File: src/rtl/head_frame_pkg.sv
// Shared constants and types for the PAM head framer and detector.
// The transmit framer imports the same package for its chip and pilot levels.
package head_frame_pkg;

    localparam int              DEF_AD_CVER_WIDTH    = 12;
    localparam int              DEF_FRAME_ADDR_WIDTH = 10;
    localparam int              DEF_PILOT_LEN        = 4;
    localparam int              SEQ_LEN              = 31;
    localparam logic [30:0]     DEF_M_SEQ            = 31'b010_1000_1001_1100_0001_1001_0110_1111;
    localparam logic [11:0]     DEF_SLICE_THRESH     = 12'hBFF;
    localparam logic [4:0]      DEF_CORR_THRESH      = 5'd29;

    localparam logic [11:0]     IDLE_LEVEL           = 12'h080;
    localparam logic [11:0]     CHIP0_LEVEL          = 12'hFFF;
    localparam logic [11:0]     CHIP1_LEVEL          = 12'h7FF;
    localparam logic [11:0]     PILOT_LEVEL          = 12'h400;

    typedef enum logic [1:0] {
        HUNT  = 2'd0,
        PILOT = 2'd1,
        DATA  = 2'd2
    } head_state_e;

    function automatic logic [4:0] popcount31(input logic [30:0] v);
        logic [4:0] c;
        c = 5'd0;
        for (int i = 0; i < 31; i++) begin
            c = c + {4'd0, v[i]};
        end
        return c;
    endfunction

endpackage

File: src/rtl/head_frame_detect_sync_correlator.sv
// Hard-decision sliding correlator: slices samples to chips and flags a
// sync header once 31 chips are buffered and enough of them match M_SEQ.
module sync_correlator
    import head_frame_pkg::*;
#(
    parameter int              W            = DEF_AD_CVER_WIDTH,
    parameter logic [W-1:0]    SLICE_THRESH = DEF_SLICE_THRESH,
    parameter logic [30:0]     M_SEQ        = DEF_M_SEQ,
    parameter logic [4:0]      CORR_THRESH  = DEF_CORR_THRESH
) (
    input  logic            clk,
    input  logic            rst,
    input  logic            clr,
    input  logic            sample_valid,
    input  logic [W-1:0]    sample,
    output logic            sync_hit
);

    logic [30:0] shreg_r;
    logic [4:0]  fill_r;
    logic        chip_s;
    logic [30:0] shreg_next_s;
    logic [4:0]  fill_next_s;
    logic [4:0]  match_s;

    // Match is judged on the register value that includes the current chip.
    always_comb begin
        chip_s       = (sample < SLICE_THRESH);
        shreg_next_s = (shreg_r << 1) | {30'd0, chip_s};
        fill_next_s  = (fill_r == 5'd31) ? 5'd31 : (fill_r + 5'd1);
        match_s      = popcount31(~(shreg_next_s ^ M_SEQ));
        if (sample_valid && (fill_next_s == 5'd31) && (match_s >= CORR_THRESH)) begin
            sync_hit = 1'b1;
        end else begin
            sync_hit = 1'b0;
        end
    end

    // Chip history and saturating fill count.
    always_ff @(posedge clk) begin
        if (rst) begin
            shreg_r <= 31'd0;
            fill_r  <= 5'd0;
        end else if (clr) begin
            shreg_r <= 31'd0;
            fill_r  <= 5'd0;
        end else if (sample_valid) begin
            shreg_r <= shreg_next_s;
            fill_r  <= fill_next_s;
        end else begin
            shreg_r <= shreg_r;
            fill_r  <= fill_r;
        end
    end

endmodule

File: src/rtl/head_frame_detect.sv
// Receive-side frame detector: sync hunt, pilot averaging, payload pairing.
// Optional frame counter is built only when HEAD_DETECT_STATS_EN is defined.
module head_frame_detect
    import head_frame_pkg::*;
#(
    parameter int                          AD_CVER_WIDTH    = DEF_AD_CVER_WIDTH,
    parameter int                          FRAME_ADDR_WIDTH = DEF_FRAME_ADDR_WIDTH,
    parameter logic [AD_CVER_WIDTH-1:0]    SLICE_THRESH     = DEF_SLICE_THRESH,
    parameter logic [30:0]                 M_SEQ            = DEF_M_SEQ,
    parameter logic [4:0]                  CORR_THRESH      = DEF_CORR_THRESH,
    parameter int                          PILOT_LEN        = DEF_PILOT_LEN
) (
    input  logic                          clk,
    input  logic                          rst,
    input  logic [AD_CVER_WIDTH-1:0]      adc_data,
    input  logic                          adc_valid,
    output logic [2*AD_CVER_WIDTH-1:0]    Head2PamDemap_data,
    output logic                          Head2PamDemap_valid,
    input  logic                          Head2PamDemap_ready,
    output logic                          sync_locked,
    output logic [AD_CVER_WIDTH-1:0]      pilot_avg,
    output logic                          pilot_valid,
    output logic                          overflow,
    output logic [15:0]                   frame_cnt
);

    localparam int PILOT_SHIFT = $clog2(PILOT_LEN);
    localparam int SUM_W       = AD_CVER_WIDTH + PILOT_SHIFT;
    localparam logic [PILOT_SHIFT-1:0]      LAST_PILOT  = PILOT_SHIFT'(PILOT_LEN - 1);
    localparam logic [PILOT_SHIFT-1:0]      PILOT_ONE   = PILOT_SHIFT'(1);
    localparam logic [FRAME_ADDR_WIDTH-1:0] LAST_SAMPLE = {FRAME_ADDR_WIDTH{1'b1}};
    localparam logic [FRAME_ADDR_WIDTH-1:0] DATA_ONE    = FRAME_ADDR_WIDTH'(1);

    head_state_e                  state_r;
    logic [PILOT_SHIFT-1:0]       pilot_cnt_r;
    logic [SUM_W-1:0]             pilot_sum_r;
    logic [FRAME_ADDR_WIDTH-1:0]  data_cnt_r;
    logic [AD_CVER_WIDTH-1:0]     hold_r;

    logic                         hunt_valid_s;
    logic                         frame_end_s;
    logic                         sync_hit_s;
    logic [SUM_W-1:0]             pilot_sum_next_s;

    // Qualify the correlator and detect the last payload sample.
    always_comb begin
        hunt_valid_s     = adc_valid && (state_r == HUNT);
        frame_end_s      = adc_valid && (state_r == DATA) && (data_cnt_r == LAST_SAMPLE);
        pilot_sum_next_s = pilot_sum_r + {{PILOT_SHIFT{1'b0}}, adc_data};
    end

    sync_correlator #(
        .W            (AD_CVER_WIDTH),
        .SLICE_THRESH (SLICE_THRESH),
        .M_SEQ        (M_SEQ),
        .CORR_THRESH  (CORR_THRESH)
    ) u_corr (
        .clk          (clk),
        .rst          (rst),
        .clr          (frame_end_s),
        .sample_valid (hunt_valid_s),
        .sample       (adc_data),
        .sync_hit     (sync_hit_s)
    );

    // Frame FSM with registered outputs; a dropped pair sets the sticky overflow.
    always_ff @(posedge clk) begin
        if (rst) begin
            state_r             <= HUNT;
            pilot_cnt_r         <= {PILOT_SHIFT{1'b0}};
            pilot_sum_r         <= {SUM_W{1'b0}};
            data_cnt_r          <= {FRAME_ADDR_WIDTH{1'b0}};
            hold_r              <= {AD_CVER_WIDTH{1'b0}};
            Head2PamDemap_data  <= {(2*AD_CVER_WIDTH){1'b0}};
            Head2PamDemap_valid <= 1'b0;
            sync_locked         <= 1'b0;
            pilot_avg           <= {AD_CVER_WIDTH{1'b0}};
            pilot_valid         <= 1'b0;
            overflow            <= 1'b0;
        end else begin
            Head2PamDemap_valid <= 1'b0;
            pilot_valid         <= 1'b0;
            if (Head2PamDemap_valid && !Head2PamDemap_ready) begin
                overflow <= 1'b1;
            end
            if (adc_valid) begin
                case (state_r)
                    HUNT: begin
                        if (sync_hit_s) begin
                            state_r     <= PILOT;
                            sync_locked <= 1'b1;
                            pilot_cnt_r <= {PILOT_SHIFT{1'b0}};
                            pilot_sum_r <= {SUM_W{1'b0}};
                        end
                    end
                    PILOT: begin
                        if (pilot_cnt_r == LAST_PILOT) begin
                            pilot_avg   <= pilot_sum_next_s[SUM_W-1:PILOT_SHIFT];
                            pilot_valid <= 1'b1;
                            pilot_sum_r <= {SUM_W{1'b0}};
                            pilot_cnt_r <= {PILOT_SHIFT{1'b0}};
                            data_cnt_r  <= {FRAME_ADDR_WIDTH{1'b0}};
                            state_r     <= DATA;
                        end else begin
                            pilot_sum_r <= pilot_sum_next_s;
                            pilot_cnt_r <= pilot_cnt_r + PILOT_ONE;
                        end
                    end
                    DATA: begin
                        data_cnt_r <= data_cnt_r + DATA_ONE;
                        if (!data_cnt_r[0]) begin
                            hold_r <= adc_data;
                        end else begin
                            Head2PamDemap_data  <= {hold_r, adc_data};
                            Head2PamDemap_valid <= 1'b1;
                        end
                        if (data_cnt_r == LAST_SAMPLE) begin
                            state_r     <= HUNT;
                            sync_locked <= 1'b0;
                        end
                    end
                    default: begin
                        state_r     <= HUNT;
                        sync_locked <= 1'b0;
                    end
                endcase
            end
        end
    end

`ifdef HEAD_DETECT_STATS_EN
    logic [15:0] frame_cnt_r;

    // Completed-frame counter, wraps naturally.
    always_ff @(posedge clk) begin
        if (rst) begin
            frame_cnt_r <= 16'd0;
        end else if (frame_end_s) begin
            frame_cnt_r <= frame_cnt_r + 16'd1;
        end else begin
            frame_cnt_r <= frame_cnt_r;
        end
    end

    assign frame_cnt = frame_cnt_r;
`else
    assign frame_cnt = 16'd0;
`endif

endmodule
File: config.mk
export PLATFORM = sky130hd
export DESIGN_NAME = head_frame_detect
export DESIGN_NICKNAME = d
export VERILOG_FILES = /design/src/rtl/head_frame_pkg.sv /design/src/rtl/head_frame_detect_sync_correlator.sv /design/src/rtl/head_frame_detect.sv
export SDC_FILE = /design/constraint.sdc
export NUM_CORES = 1
export LEC_CHECK = 0
export ABC_AREA = 1
export ABC_CLOCK_PERIOD_IN_PS = 11150
export BUFFER_PORTS_ARGS = -buffer_cell sky130_fd_sc_hd__clkbuf_2
export CORE_UTILIZATION = 35
export CTS_BUF_LIST = sky130_fd_sc_hd__clkbuf_16
export CTS_CLUSTER_SIZE = 30
export DETAILED_ROUTE_END_ITERATION = 6
export GPL_TIMING_DRIVEN = 1
export PLACE_DENSITY_LB_ADDON = 0.08
export SYNTH_ARGS = -nofsm -noshare
export SYNTH_HDL_FRONTEND = slang
export SYNTH_HIERARCHICAL = 1
export SYNTH_SLANG_ARGS = --single-unit
File: constraint.sdc
create_clock -name clk -period 11.15 [get_ports clk]
set_clock_uncertainty 0.2 [all_clocks]
set_input_delay 0.5575 -clock clk [delete_from_list [all_inputs] [get_ports clk]]
set_output_delay 0.5575 -clock clk [all_outputs]
set_load 0.01 [all_outputs]
## Yosys cells after proc, flatten, opt, wreduce, memory -nomap -nowiden

Index checks and enable logic that the tools add are counted.

| operators by class | value |
|---|---|
| $add $sub $neg | 34 |
| magnitude comparators | 2 |
| eq/ne operators | 9 |
| mux-type cells | 19 |
| bitwise operators | 7 |
| reduce and logical (&&, ||, !) cells | 20 |

Operator list:

| kind | count |
|---|---|
| 5-bit by 1-bit adder with 5-bit output | 29 |
| 31-bit NOT | 1 |
| 31-bit by 1-bit OR with 31-bit output | 1 |
| 14-bit two-way mux | 2 |
| 14-bit one-hot mux with 2 select lines | 1 |
| 10-bit one-hot mux with 2 select lines | 1 |
| 15-bit NOT | 1 |
| 3-bit AND reduction | 5 |
| 14-bit by 12-bit adder with 14-bit output | 1 |
| 12-bit < comparator, second input constant | 1 |
| 10-bit by 1-bit adder with 10-bit output, second input constant | 1 |
| 10-bit equality test, second input constant | 1 |
| 5-bit equality test, second input constant | 2 |
| 10-bit two-way mux | 1 |
| 2-bit two-way mux | 5 |
| 4-bit AND reduction | 2 |
| 1-bit logical AND | 6 |
| 2-bit one-hot mux with 3 select lines | 1 |
| 3-bit OR reduction | 2 |
| 5-bit by 1-bit adder with 5-bit output, second input constant | 1 |
| 5-bit >= comparator, second input constant | 1 |
| 1-bit two-way mux | 5 |
| 5-bit two-way mux | 1 |
| 2-bit equality test, second input constant | 2 |
| other kinds (12) | 17 |

| storage, ports and cells | value |
|---|---|
| register bits | 115 |
| bits of input ports | 16 |
| output and inout bits | 56 |
| logic and storage cells | 104 |

## Depth between registers and ports, before layout

| logic depth | value |
|---|---|
| depth in word-level cells | 39 |
| depth in mapped cells | 30 |
| depth with buffers taken out | 30 |

## Hierarchy

The synthesis kept the hierarchy.

Modules (own cells, without submodules):

| module | instances | cells an instance | area each (um^2) | seq. area each (um^2) |
|---|---|---|---|---|
| head_frame_detect | 1 | 541 | 3,862.5 | 1,601.5 |
| sync_correlator | 1 | 265 | 2,150.8 | 700.7 |

## Worst setup path after synthesis

No wires, ideal clock.

| timing | value |
|---|---|
| kind | input -> register |
| from | input adc_data[11] |
| to | register pilot_sum_r[13] |
| library setup time | 0.067 ns |
| data arrival time | 6.041 ns |
| data required time | 10.883 ns |
| path slack | 4.842 ns |
| stages on the path | 30 |
| path buffers | 1 |
| path through | inv_1 > nor3_1 > nand3_1 > nand2_1 > inv_1 > fa_1 > fa_1 > inv_1 > fa_1 > inv_1 > fa_1 > fa_1 > inv_1 > fa_1 > inv_1 > fa_1 > fa_1 > inv_1 > nand2_1 > nand2_1 > nor2_4 > nand2_1 > nor2_1 > nand2_1 > nor2_2 > a31oi_4 > nor2_4 > buf_6 > nand3_2 > a21oi_2 |

| between the ends | value |
|---|---|
| longest elaborated chain between the ends | 39 |
| elaborated cells between the ends (all ways) | 42 |
| those cells by class | add/sub: 31; order compare: 2; eq/ne: 1; mux: 3; bitwise: 3; reduce/logical: 2 |

RTL lines:

| item | RTL line | RTL |
|---|---|---|
| start, declared | head_frame_detect.sv:15 | `input logic [AD_CVER_WIDTH-1:0] adc_data,` |
| 12-bit < comparator | head_frame_detect_sync_correlator.sv:28 | `chip_s = (sample < SLICE_THRESH);` |
| named net u_corr.chip_s | head_frame_detect_sync_correlator.sv:21 | `logic chip_s;` |
| 31-bit by 1-bit OR with 31-bit output | head_frame_detect_sync_correlator.sv:29 | `shreg_next_s = (shreg_r << 1) \| {30'd0, chip_s};` |
| 15-bit NOT (no line) | -- |  |
| 31-bit NOT | head_frame_detect_sync_correlator.sv:31 | `match_s = popcount31(~(shreg_next_s ^ M_SEQ));` |
| 1-bit by 1-bit adder with 2-bit output | head_frame_pkg.sv:28 | `c = c + {4'd0, v[i]};` |
| 5-bit by 1-bit adder with 5-bit output (29 in series) | head_frame_pkg.sv:28 |  |
| 5-bit >= comparator | head_frame_detect_sync_correlator.sv:32 | `if (sample_valid && (fill_next_s == 5'd31) && (match_s >= CORR_THRESH)) begin` |
| 1-bit logical AND | head_frame_detect_sync_correlator.sv:32 |  |
| 1-bit two-way mux | head_frame_detect_sync_correlator.sv:32 |  |
| named net sync_hit_s | head_frame_detect.sv:42 | `logic sync_hit_s;` |
| 2-bit inequality test (no line) | -- |  |
| 3-bit AND reduction (no line) | -- |  |
| end signal, assigned | head_frame_detect.sv:71 | `pilot_sum_r <= {SUM_W{1'b0}};` |
| end signal, assigned | head_frame_detect.sv:93 | `pilot_sum_r <= {SUM_W{1'b0}};` |
| end signal, assigned | head_frame_detect.sv:100 | `pilot_sum_r <= {SUM_W{1'b0}};` |
| end, declared | head_frame_detect.sv:36 | `logic [SUM_W-1:0] pilot_sum_r;` |

The timed path passes the listed nets, and every way through them passes these cells.
A chain may end at the register's enable or synchronous reset.

## Final worst setup path

| timing | value |
|---|---|
| from | input adc_data[8] |
| to | register pilot_sum_r[10] |

Same word-level chain as after synthesis.

==> flow_summary.html <==
<table>
<tr><th>Metric</th><th>Value</th></tr>
<tr><th colspan="2">Worst hold path</th></tr>
<tr><td>Worst min-delay path endpoint</td><td>overflow</td></tr>
<tr><td>Worst min-delay path startpoint</td><td>Head2PamDemap_ready</td></tr>
<tr><td>Number of instances on the worst hold path</td><td>4</td></tr>
<tr><td>Worst Hold Class</td><td>input port to flip-flop</td></tr>
<tr><th colspan="2">Detailed routing</th></tr>
<tr><td>Post-DR wirelength/cell</td><td>13.4 um</td></tr>
<tr><td>Average via count per standard cell</td><td>4.68</td></tr>
<tr><td>Residual DRC count</td><td>0</td></tr>
<tr><td>Number of nets still failing antenna checks after routing</td><td>0</td></tr>
<tr><td>DRT Wirelength</td><td>14600 um</td></tr>
<tr><td>DRT iter0 DRCs</td><td>265</td></tr>
<tr><td>Via count of the routed design</td><td>5097</td></tr>
<tr><td>Number of detailed-route iterations in the first pass</td><td>5</td></tr>
<tr><th colspan="2">Floorplan</th></tr>
<tr><td>Initial Utilization</td><td>0.360</td></tr>
<tr><td>Die footprint</td><td>17700 um^2</td></tr>
<tr><td>Overall die height</td><td>133 um</td></tr>
<tr><td>Die X</td><td>133 um</td></tr>
<tr><td>Number of cell rows</td><td>47</td></tr>
<tr><td>Std-Cell Core Area</td><td>16700 um^2</td></tr>
<tr><td>Ports</td><td>72</td></tr>
<tr><th colspan="2">Flow run</th></tr>
<tr><td>Max-Cap Viols</td><td>0</td></tr>
<tr><th colspan="2">Timing</th></tr>
<tr><td>Final worst-path cycle share</td><td>0.599</td></tr>
<tr><td>Final max-slew violation count</td><td>0</td></tr>
<tr><td>Total count of hold-check failures in the final report</td><td>0</td></tr>
<tr><td>Max Fclk</td><td>0.150 GHz</td></tr>
<tr><td>Final-layout setup total negative slack</td><td>0 ps</td></tr>
<tr><td>Min Clock Period, post-route</td><td>6680 ps</td></tr>
<tr><td>Setup repair after global routing missed its margin</td><td>no</td></tr>
<tr><td>Max-slew headroom at the worst pin</td><td>0.330</td></tr>
<tr><td>Actual slew at the worst max-slew pin</td><td>1000 ps</td></tr>
<tr><td>Final setup violation count</td><td>0</td></tr>
<tr><th colspan="2">Critical path</th></tr>
<tr><td>CP Data Arrival Time</td><td>6810 ps</td></tr>
<tr><td>Slack of the worst reg-to-reg path</td><td>4780 ps</td></tr>
<tr><td>Critical Path Most Common Cell</td><td>fa_1</td></tr>
<tr><td>Required time at the endpoint of the critical path</td><td>11280 ps</td></tr>
<tr><td>Endpoint of the worst-slack reg-to-reg timing path</td><td>pilot_sum_r[10]</td></tr>
<tr><td>CP Launch Type</td><td>input port</td></tr>
<tr><td>Launch instance of the worst register-to-register path</td><td>u_corr/shreg_r[10]</td></tr>
<tr><td>CP Max Fanout</td><td>17</td></tr>
<tr><td>Crit-path slowest cell</td><td>fa_1</td></tr>
<tr><td>Crit Path Category</td><td>input port to flip-flop</td></tr>
<tr><td>Register-to-Register Path Depth</td><td>26</td></tr>
<tr><td>Biggest cell delay along the critical path</td><td>520 ps</td></tr>
<tr><td>CP endpoint kind</td><td>flip-flop</td></tr>
<tr><th colspan="2">Global routing</th></tr>
<tr><td>Antenna violations before repair</td><td>0</td></tr>
<tr><td>Wire length of the first global-routing pass</td><td>24600 um</td></tr>
<tr><td>Number of global-route vias before repair</td><td>4942</td></tr>
<tr><td>Remaining Overflow, GRT</td><td>0</td></tr>
<tr><td>Largest net degree at the start of global routing</td><td>45</td></tr>
<tr><td>Global-route usage over all layers</td><td>0.178</td></tr>
<tr><th colspan="2">Yosys</th></tr>
<tr><td>Cells after synthesis</td><td>806</td></tr>
<tr><td>Async S/R FF share, synth</td><td>0</td></tr>
<tr><td>Syn Std Cell Area</td><td>6010 um^2</td></tr>
<tr><td>Average cell area after synthesis</td><td>7.46 um^2</td></tr>
<tr><td>Number of flip-flops and latches in the synthesized netlist</td><td>115</td></tr>
<tr><td>Share of synthesized area occupied by flip-flops and latches</td><td>0.383</td></tr>
<tr><td>Number of distinct standard cells referenced by the synthesized netlist</td><td>37</td></tr>
<tr><td>Count of yosys warnings during synthesis</td><td>6</td></tr>
<tr><td>Most used flip-flop cell after synthesis</td><td>dfxtp_1</td></tr>
<tr><td>Number of enable flip-flop cells after synthesis</td><td>0</td></tr>
<tr><th colspan="2">Power</th></tr>
<tr><td>Pwr per Cell Area</td><td>201 nW/um^2</td></tr>
<tr><td>Switching power</td><td>0.452 mW</td></tr>
<tr><td>Total leakage power</td><td>3.32 nW</td></tr>
<tr><td>Design internal power</td><td>0.959 mW</td></tr>
<tr><td>Switching share of total power</td><td>0.320</td></tr>
<tr><td>Worst IR Drop VDD</td><td>136 uV</td></tr>
<tr><td>Power consumption</td><td>1.41 mW</td></tr>
<tr><td>Proportion of power drawn by combinational gates</td><td>0.296</td></tr>
<tr><td>Seq pwr share</td><td>0.300</td></tr>
<tr><td>Share of total power in the clock network</td><td>0.404</td></tr>
<tr><th colspan="2">Clock network</th></tr>
<tr><td>Post-CTS setup repair buffer count</td><td>0</td></tr>
<tr><td>Clock buffers created by TritonCTS</td><td>17</td></tr>
<tr><td># hold bufs at CTS</td><td>0</td></tr>
<tr><td>Buffer type at the clock tree root</td><td>clkbuf_16</td></tr>
<tr><td>Deepest clock path buffer count</td><td>2</td></tr>
<tr><td>Sink Count</td><td>115</td></tr>
<tr><td>Clock network latency to the later pin of the worst-skew pair</td><td>410 ps</td></tr>
<tr><td>CTS clock-pin slew for the worst setup and hold paths</td><td>60 ps</td></tr>
<tr><td>Number of levels in the clock H-tree</td><td>4</td></tr>
<tr><td>Cells resized by post-CTS repair</td><td>0</td></tr>
<tr><td>Clock tree from TritonCTS</td><td>done</td></tr>
<tr><th colspan="2">Place</th></tr>
<tr><td>Port buffer count</td><td>55</td></tr>
<tr><td>Hpwl dp</td><td>10700 um</td></tr>
<tr><td>Global placer's final weighted congestion</td><td>0.867</td></tr>
<tr><th colspan="2">Layout</th></tr>
<tr><td>Post-route core utilization</td><td>0.419</td></tr>
<tr><td>Area added between synthesis and finish</td><td>16.5%</td></tr>
<tr><td>Filler cell count in the final layout</td><td>1729</td></tr>
<tr><td>Number of nets at the end of the flow</td><td>917</td></tr>
<tr><td>Area of combinational cells with multiple inputs</td><td>3070 um^2</td></tr>
<tr><td>Area of all sequential standard cells</td><td>2300 um^2</td></tr>
<tr><td>Fraction of final layout cells with drive strength greater than 1</td><td>0.130</td></tr>
<tr><td>Antenna diode count</td><td>0</td></tr>
<tr><th colspan="2">Status</th></tr>
<tr><td>Outcome</td><td>complete, no violations</td></tr>
</table>
-- worst max-delay path: cells and delay by family --
kind	cells	cell delay [ps]
buffers and inverters	7	470
AOI/OAI and AO/OA	2	390
and+or+nand+nor	13	1540
adders and majority gates	8	3860
-- state kept, by name, summed over array words and instances, names as in the netlist --
name and count:
Head2PamDemap_data 24, Head2PamDemap_valid 1, data_cnt_r 10, hold_r 12
overflow 1, pilot_avg 12, pilot_cnt_r 2, pilot_sum_r 14
pilot_valid 1, state_r 2, sync_locked 1, u_corr/fill_r 5
u_corr/shreg_r 30
-- stage by stage --
stage          instances  cell area [um^2]  hold slack (ps)  setup slack, ps
2_1_floorplan        821              6070              224             4840
3_3_place_gp        1056              6390              241             4080
3_5_place_dp        1056              6390              242             4040
4_1_cts             1088              7000              224             4430
5_1_grt             1088              7000              238             3880
6_report            1088              7000              232             4470
-- how the worst max path moves through the flow --
stage,from,end,cells past startpoint
after floorplan,adc_data[11],pilot_sum_r[13],30
after global placement,adc_data[8],pilot_sum_r[10],30
after detailed placement,adc_data[8],pilot_sum_r[12],30
after CTS,adc_data[8],pilot_sum_r[12],30
after global routing,adc_data[8],pilot_sum_r[11],30
final,adc_data[8],pilot_sum_r[10],30
-- Yosys cell counts, drive strengths merged (4+ instances only) --
library cell  number  share of area
clkbuf             7         0.0044
inv              119          0.075
nand4              8         0.0094
fa                24          0.080
dfxtp            115           0.38
buf               35          0.038
nor3               4         0.0033
a21oi             69          0.059
xor2               6         0.0087
nor2             111          0.078
o21ai             71          0.059
nand3             37          0.032
a22o               4         0.0058
nand2            162           0.10
ha                22          0.046
-- layout make-up --
class / instances / area share
multi-input combinational: 545 / 0.438
sequential: 115 / 0.329
inverter: 119 / 0.0641
clock buffer: 17 / 0.0607
timing repair buffer: 57 / 0.0415
tap: 220 / 0.0393
clock inverter: 15 / 0.0273
-- cells by family (layout without fill, tap and decap cells) --
kind of cell,Yosys count,count (layout),share of synthesized area
adder cells (fa/ha/maj),46,46,0.126
AND/OR/NAND/NOR,328,328,0.233
flip-flops,115,115,0.383
XOR/XNOR,6,6,0.00874
AO/OA/AOI/OAI,149,149,0.132
other,1,16,0.000624
buffers and inverters,161,208,0.117
-- power by group through the flow --
stage               combinational (mW)  sequential, mW  clock (mW)
floorplan                        0.337           0.431           0
global placement                 0.406           0.432           0
detailed placement               0.420           0.432           0
CTS                              0.425           0.423       0.583
global route                     0.498           0.424       0.603
finish                           0.417           0.423       0.570
-- per-layer routing --
layer | share of wire | up-vias | global-route usage
li1 | - | 2610 | -
met2 | 0.47 | 108 | 0.292
met3 | 0.043 | 10 | 0.0429
met5 | 0 | - | 0
met1 | 0.48 | 2369 | 0.233
met4 | 0.011 | 0 | 0.0498
-- placed cells by master (no fill, tap or decap), types with 6 or more instances in the layout --
master	n
o21ai_0	53
nand2_1	160
nand4_1	7
nor2_1	101
dfxtp_1	115
clkbuf_16	17
nor2_4	6
inv_1	115
o21ai_1	18
fa_1	24
clkbuf_2	55
nand3_1	35
inv_2	6
ha_1	22
a21oi_1	67
xor2_1	6
conb_1	16
Note: power is estimated with default switching activity, not from simulation.
